$ cat src/rtl/operand_handler_seq.sv
// Sequential ALU second-operand generator.
// Immediate and pass-through selects resolve in one cycle. Shift selects go
// through an iterative shifter that moves STEP bits per cycle. Valid/ready
// handshakes on both sides let the control unit stall around long shifts.
module operand_handler_seq #(
    parameter int unsigned STEP   = 4,    // bits shifted per SHIFT cycle, 1..31
    parameter bit          ROT_EN = 1'b1  // 1: sel 111 rotates right, 0: sel 111 yields zero
) (
    input  logic        clk,
    input  logic        reset,
    input  logic        in_valid,
    output logic        in_ready,
    input  logic [31:0] rb,
    input  logic [20:0] imm,
    input  logic [2:0]  sel,
    input  logic        sa_src,
    input  logic [4:0]  sa_reg,
    output logic        out_valid,
    input  logic        out_ready,
    output logic [31:0] n,
    output logic        busy
);

    typedef enum logic [1:0] {
        StIdle,
        StShift,
        StDone
    } state_e;

    localparam logic [2:0] SelRb   = 3'b000;
    localparam logic [2:0] SelImmA = 3'b001;
    localparam logic [2:0] SelImmB = 3'b010;
    localparam logic [2:0] SelImmU = 3'b011;
    localparam logic [2:0] SelSrl  = 3'b100;
    localparam logic [2:0] SelSra  = 3'b101;
    localparam logic [2:0] SelSll  = 3'b110;
    localparam logic [2:0] SelRor  = 3'b111;

    localparam logic [4:0] StepAmt = 5'(STEP);

    state_e      state_q, state_d;
    logic [31:0] n_q, n_d;
    logic [2:0]  sel_q, sel_d;
    logic [4:0]  rem_q, rem_d;

    logic        accept;
    logic [4:0]  amt_in;
    logic        shift_in;
    logic [31:0] direct_val;
    logic [4:0]  step_k;
    logic [31:0] step_val;

    // Handshake and status outputs decoded from the current state.
    always_comb begin
        in_ready  = !reset && ((state_q == StIdle) || ((state_q == StDone) && out_ready));
        accept    = in_valid && in_ready;
        out_valid = (state_q == StDone);
        busy      = (state_q == StShift);
        n         = n_q;
    end

    // Decode the incoming request: amount source, shift class and the
    // single-cycle result for non-shift selects.
    always_comb begin
        // imm[9:5] <= 31, so the subtraction never leaves the 5-bit range
        amt_in   = sa_src ? sa_reg : (5'd31 - imm[9:5]);
        shift_in = sel[2] && ((sel != SelRor) || ROT_EN);
        direct_val = 32'h0;
        case (sel)
            SelRb:   direct_val = rb;
            SelImmA: direct_val = {{22{imm[0]}}, imm[10:1]};
            SelImmB: direct_val = {{19{imm[0]}}, imm[13:1]};
            SelImmU: direct_val = {imm, 11'b0};
            default: direct_val = 32'h0;  // shift selects never use this path
        endcase
    end

    // One shifter step: move by min(STEP, rem) in the direction of the latched select.
    always_comb begin
        step_k   = (rem_q < StepAmt) ? rem_q : StepAmt;
        step_val = n_q;
        case (sel_q)
            SelSrl:  step_val = n_q >> step_k;
            SelSra:  step_val = 32'($signed(n_q) >>> step_k);
            SelSll:  step_val = n_q << step_k;
            SelRor:  step_val = (n_q >> step_k) | (n_q << (6'd32 - {1'b0, step_k}));
            default: step_val = n_q;
        endcase
    end

    // Next-state logic; an accepted request overrides whatever the state chose.
    always_comb begin
        state_d = state_q;
        n_d     = n_q;
        sel_d   = sel_q;
        rem_d   = rem_q;

        case (state_q)
            StIdle: begin
                state_d = StIdle;
            end
            StShift: begin
                n_d   = step_val;
                rem_d = rem_q - step_k;
                if (rem_q == step_k) begin
                    state_d = StDone;
                end
            end
            StDone: begin
                if (out_ready) begin
                    state_d = StIdle;
                end
            end
            default: begin
                state_d = StIdle;
            end
        endcase

        // Accept from IDLE, or from DONE in the same cycle the result is taken.
        if (accept) begin
            sel_d = sel;
            if (shift_in) begin
                n_d     = rb;
                rem_d   = amt_in;
                state_d = (amt_in == 5'd0) ? StDone : StShift;
            end else begin
                n_d     = direct_val;
                rem_d   = 5'd0;
                state_d = StDone;
            end
        end
    end

    // State and datapath registers; reset drops any operation in flight.
    always_ff @(posedge clk or posedge reset) begin
        if (reset) begin
            state_q <= StIdle;
            n_q     <= 32'h0;
            sel_q   <= 3'b000;
            rem_q   <= 5'd0;
        end else begin
            state_q <= state_d;
            n_q     <= n_d;
            sel_q   <= sel_d;
            rem_q   <= rem_d;
        end
    end

endmodule

$ cat config.mk
export PLATFORM = sky130hd
export DESIGN_NAME = operand_handler_seq
export DESIGN_NICKNAME = d
export VERILOG_FILES = /design/src/rtl/operand_handler_seq.sv
export SDC_FILE = /design/constraint.sdc
export NUM_CORES = 1
export LEC_CHECK = 0
export ABC_AREA = 0
export CORE_MARGIN = 2
export CORE_UTILIZATION = 55
export CTS_CLUSTER_DIAMETER = 120
export CTS_CLUSTER_SIZE = 12
export DETAILED_ROUTE_END_ITERATION = 12
export PLACE_DENSITY_LB_ADDON = 0.3
export SYNTH_ARGS = -nofsm -noshare
export SYNTH_HDL_FRONTEND = slang
export SYNTH_SLANG_ARGS = --single-unit
export TNS_END_PERCENT = 100
$ cat constraint.sdc
create_clock -name clk -period 4.8 [get_ports clk]
set_input_delay 0.72 -clock clk [delete_from_list [all_inputs] [get_ports clk]]
set_output_delay 0.72 -clock clk [all_outputs]
set_load 0.005 [all_outputs]
### Word level (Yosys, flattened, before mapping)

Cells that the tools add are included.

| cells by class | value |
|---|---|
| add/sub/neg operators | 3 |
| order comparisons | 1 |
| equality and inequality tests | 12 |
| shift operators | 4 |
| muxes and demuxes | 16 |
| bitwise gates (word level) | 1 |
| reduce and logical (&&, ||, !) cells | 12 |

Operators with widths:

| operator | count |
|---|---|
| $pmux W32 S4 | 2 |
| $mux W32 | 3 |
| $or A32 B32 Y32 | 1 |
| $shl A32 B5 Y32 | 1 |
| $shl A32 B6 Y32 | 1 |
| $shr A32 B5 Y32 | 1 |
| $sshr A32 B5 Y32 | 1 |
| $mux W5 | 5 |
| $eq A3 B3 Y1 const B | 4 |
| $mux W2 | 5 |
| $eq A3 B2 Y1 const B | 2 |
| $ne A3 B1 Y1 const B | 2 |
| $sub A6 B5 Y6 const A | 1 |
| $eq A5 B5 Y1 | 1 |
| $logic_not A5 Y1 | 1 |
| $lt A5 B3 Y1 const B | 1 |
| $reduce_bool A5 Y1 | 1 |
| $sub A5 B5 Y5 | 1 |
| $sub A5 B5 Y5 const A | 1 |
| $pmux W2 S2 | 1 |
| $reduce_and A2 Y1 | 2 |
| $eq A3 B1 Y1 const B | 1 |
| $logic_and A1 B1 Y1 | 3 |
| $logic_not A3 Y1 | 1 |
| other kinds (6) | 6 |

| word-level totals | value |
|---|---|
| flip-flop bits (word level) | 42 |
| input port bits | 66 |
| output and inout bits | 35 |
| word-level logic and storage cells | 53 |

### Longest topological paths before layout

| depth | value |
|---|---|
| depth after elaboration | 8 |
| mapped depth | 14 |
| gate-level depth less buffers | 8 |

### Worst setup path after synthesis

Ideal clock, no wire load.

| path | value |
|---|---|
| path type | register to register |
| start point | register rem_q[4] |
| end point | register n_q[19], in the netlist n[19] |
| library setup time | 0.125 ns |
| data arrival time | 3.333 ns |
| required time | 4.675 ns |
| path slack | 1.341 ns |
| cell stages (with the launch flop) | 13 |
| path buffers | 5 |
| cell sequence | dfrtp_1 > buf_2 > nor4b_4 > inv_2 > buf_2 > buf_1 > ha_1 > clkbuf_1 > clkbuf_1 > mux4_1 > a221o_1 > a31oi_1 > a21oi_1 |

| on the way | value |
|---|---|
| word-level cells in the longest chain between the ends | 8 |
| elaborated cells between the ends (all ways) | 11 |

Ends and longest elaborated chain:

| item | line | text |
|---|---|---|
| from (decl) | 44 | `logic [4:0] rem_q, rem_d;` |
| from (signal assigned) | 145 | `rem_q <= rem_d;` |
| $lt A5 B3 Y1 | 80 | `step_k = (rem_q < StepAmt) ? rem_q : StepAmt;` |
| $mux W5 * | 80 |  |
| $sub A6 B5 Y6 | 86 | `SelRor: step_val = (n_q >> step_k) \| (n_q << (6'd32 - {1'b0, step_k}));` |
| $shl A32 B6 Y32 | 86 |  |
| $or A32 B32 Y32 | 86 |  |
| $pmux W32 S4 * | 82 | `case (sel_q)` |
| $mux W32 * | 98 | `case (state_q)` |
| $mux W32 * | 120 | `if (accept) begin` |
| to (signal assigned) | 143 | `n_q <= n_d;` |
| to (decl) | 42 | `logic [31:0] n_q, n_d;` |

Mark *: on every way between the ends. The rest lies on a longest branch, timed or not. The select of a mux whose other input is x is not followed.
A chain may end at the register's enable or synchronous reset.

### Worst setup path in the final report

| path | value |
|---|---|
| start point | register rem_q[2] |
| end point | register n_q[9], in the netlist n[9] |

The elaborated chain is that of the path after synthesis.

==> run_results.csv <==
group,metric,value,unit
synth,yosys_warnings,0,
setup_path,worst_ep_required_time,5020,ps
synth,synth-seq-cells,42,
finish,syn2layout_area_growth,17.2,%
sta,rsz0062_at_grt,"false",
sta,clock_skew,14.6,ps
global_routing,met2_usage,64.6,%
routing,totalWireLength,25000,um
sta,maxSlewViolCount,0,
finish,layout-drive-gt1-share,8.22,%
synth,syn_inst,744,
pwr,ir_drop,0.426,mV
setup_path,rrSetupSlack,1140,ps
status,status,"completed",
global_routing,grt_use_total,43.9,%
setup_path,end_kind,"flop",
global_routing,grt_pass1_vias,6627,
hold_path,hp-class,"flop to flop",
pwr,p_leak,0.00256,uW
synth,synth_edf_count,0,
clock_tree,cts_resized,0,
setup_path,arrival,3880,ps
setup_path,crit_type,"flop to flop",
routing,dr.pass1.iters,6,
finish,fin_nets,847,
global_routing,antenna_found_initial,0,
synth,yosysSeqAreaShare,18.2,%
global_routing,grt_use_met3,16.4,%
pwr,combPwrFrac,70.1,%
pwr,p_per_area,683,mW/mm2
synth,yosys_most_used_dff,"dfrtp_1",
pwr,seqPwrFrac,24.7,%
routing,vias,7035,
setup_path,rr_endpoint,"n[9]",
pwr,p_sw_share,56.6,%
placed_design,port_buffers,100,
hold_path,hold_depth,2,
clock_tree,path_clk_slew,90,ps
sta,setup_tns,0,ps
synth,synth.most_common_cell,"nand2_1",
floorplan,core,0.0103,mm2
synth,synthMuxAreaShare,21.8,%
flow_run,maxCapViolations,0,
synth,avgSynthCellArea,7.78,um2
finish,final_cells,915,
clock_tree,cts_root_buffer,"clkbuf_8",
pwr,switchingPower,2620,uW
clock_tree,clk_latency,320,ps
global_routing,grt_pass1_wl,38300,um
finish,diodes,0,
clock_tree,ctsHtreeMaxLevel,2,
floorplan,die_h,107,um
routing,route.detailed.drc,0,
floorplan,die_w,107,um
routing,wl_per_cell,27.3,um
synth,synth_cell_types,73,
pwr,internal_power,2010,uW
sta,min_period,3660,ps
synth,syn_nets,812,
setup_path,timing.rr.start,"rem_q[2]",
synth,synth_top_family_by_area,"compound AO/OA/AOI/OAI gates",
pwr,total_power,4630,uW
routing,drtIter0Drc,1030,
placed_design,place_inst,908,
synth,synthSimpleGateAreaFrac,19.6,%
global_routing,grt_use_met1,55.2,%
global_routing,grt_max_degree,51,
clock_tree,cts_tree,"yes",
sta,fin_crit_sh,76.2,%
global_routing,grt_overflow,0,
synth,synth_xor_area_share,0.303,%
synth,syn_area,0.00579,mm2
synth,synthArstFlopShare,100,%
sta,tightestPinTransition,1230,ps
floorplan,ioPinCount,101,
placed_design,gp_congestion,0.989,
floorplan,initial_utilization,56.3,%
setup_path,reg2reg_depth,8,
setup_path,worstSetupStartpointType,"flop",
floorplan,rows,37,
pwr,clockPowerShare,5.2,%
synth,synthTopCellsByArea,"dfrtp_1 (18%), mux2i_1 (13%), nand2_1 (5.9%), mux4_2 (4.7%), clkbuf_1 (4.1%)",
sta,slew_headroom,17.8,%
sta,finalSetupViolCount,0,
routing,avgViaCountPerCell,7.69,
synth,synth_compound_area_share,31.9,%
clock_tree,postCtsHoldBufs,0,
placed_design,postPlaceCellArea,0.00671,mm2
synth,netlist.area_leader.share,18.2,%
finish,post-route-cell-area,0.00678,mm2
floorplan,dieArea,0.0114,mm2
hold_path,whs_endpoint,"sel_q[1]",
clock_tree,clkSinkCount,42,
sta,fin_ws,1140,ps
clock_tree,cts_buffers,5,
synth,synthAdderAreaFrac,0.433,%
synth,yosys.area.top_type,"dfrtp_1",
placed_design,pre_cts_ws,1200,ps
routing,ant_nets,0,
clock_tree,clock_path_buffers,2,
clock_tree,postCtsSetupBuffers,0,
sta,hold_viol_final,0,
placed_design,dpl.hpwl,17300,um
hold_path,min-delay-start,"sel_q[1]",
setup_path,cp_max_fo,23,
synth,synth_commonest_cells,"nand2_1 (91), mux2i_1 (76), clkbuf_1 (63), a21oi_1 (45), dfrtp_1 (42)",
global_routing,top_usage_layer,"met2",
sta,timing.fmax,273,MHz
state kept, by name (all words and copies together) (netlist names):
register and count:
state_q 2, rem_q 5, n 32, sel_q 3
critical path, stage by stage (launching register included):
cell	delay, ps
dfrtp_1	720
nor4b_4	110
inv_2	410
ha_1	580
or4b_1	660
or4_1	560
o21ai_0	160
a311oi_1	70
a211oi_1	300
area by class of cell:
type	count	area, um2
multi-input cells	601	4300
fillers	908	3500
repair buffers	120	1150
flip-flops and latches	42	1050
well taps	136	170
clock buffers	7	76.3
inverters	9	33.8
layout by cell type, fill, tap and decap left out, types with 6 or more instances in the layout:
cell type / instances
a221o_1: 14
nand3_1: 25
o31ai_1: 6
mux4_2: 12
nor2_1: 41
a211oi_1: 20
nor4_1: 6
buf_4: 20
nand2_1: 91
clkdlybuf4s50_1: 100
dfrtp_1: 42
o21ai_0: 41
mux2i_1: 76
a221oi_1: 13
a22o_1: 16
o221ai_1: 8
o22ai_1: 30
mux2_2: 10
inv_1: 7
nor3_1: 17
a31oi_1: 22
and3_1: 6
nor2b_1: 7
a22oi_1: 8
a21oi_1: 45
per-stage QoR:
stage | hold WS (ps) | util [%]
2_1_floorplan | 628 | -
3_3_place_gp | 668 | 65.2
4_1_cts | 685 | 66.0
6_report | 704 | 66.0
5_1_grt | 744 | 66.0
3_5_place_dp | 674 | 65.2
power by group through the flow:
stage / logic, uW / clock network [uW] / registers, uW
floorplan: 2390 / 0 / 690
global placement: 3080 / 0 / 1090
detailed placement: 3110 / 0 / 1090
CTS: 3130 / 241 / 1080
global route: 3440 / 255 / 1150
finish: 3250 / 241 / 1150
logic make-up (layout without fill, tap and decap cells):
family,count (synthesis),count (layout)
buffers and inverters,101,136
adders and majority gates,2,2
and+or+nand+nor,229,229
xor gates and xnor gates,2,2
muxes,103,103
other,1,1
AOI/OAI and AO/OA,264,264
DFF,42,42
per-layer routing:
layer / vias up / part of all wire (%) / wire length [um]
met5: - / 0 / 0
met4: 0 / 6.3 / 1570
met3: 146 / 15 / 3830
met2: 661 / 42 / 10500
met1: 3266 / 36 / 9040
li1: 2962 / - / -
worst max path at each step:
stage                     startpoint  endpoint  slack, ps  cells past startpoint
after detailed placement       reset     n[22]       1200                      6
final                       rem_q[2]      n[9]       1140                      8
after global routing        rem_q[2]      n[9]        930                      8
after CTS                   rem_q[2]      n[9]       1240                      8
after floorplan             rem_q[4]     n[19]       1340                     12
after global placement         reset     n[22]       1250                      6
(Power assumes the default switching activity.)
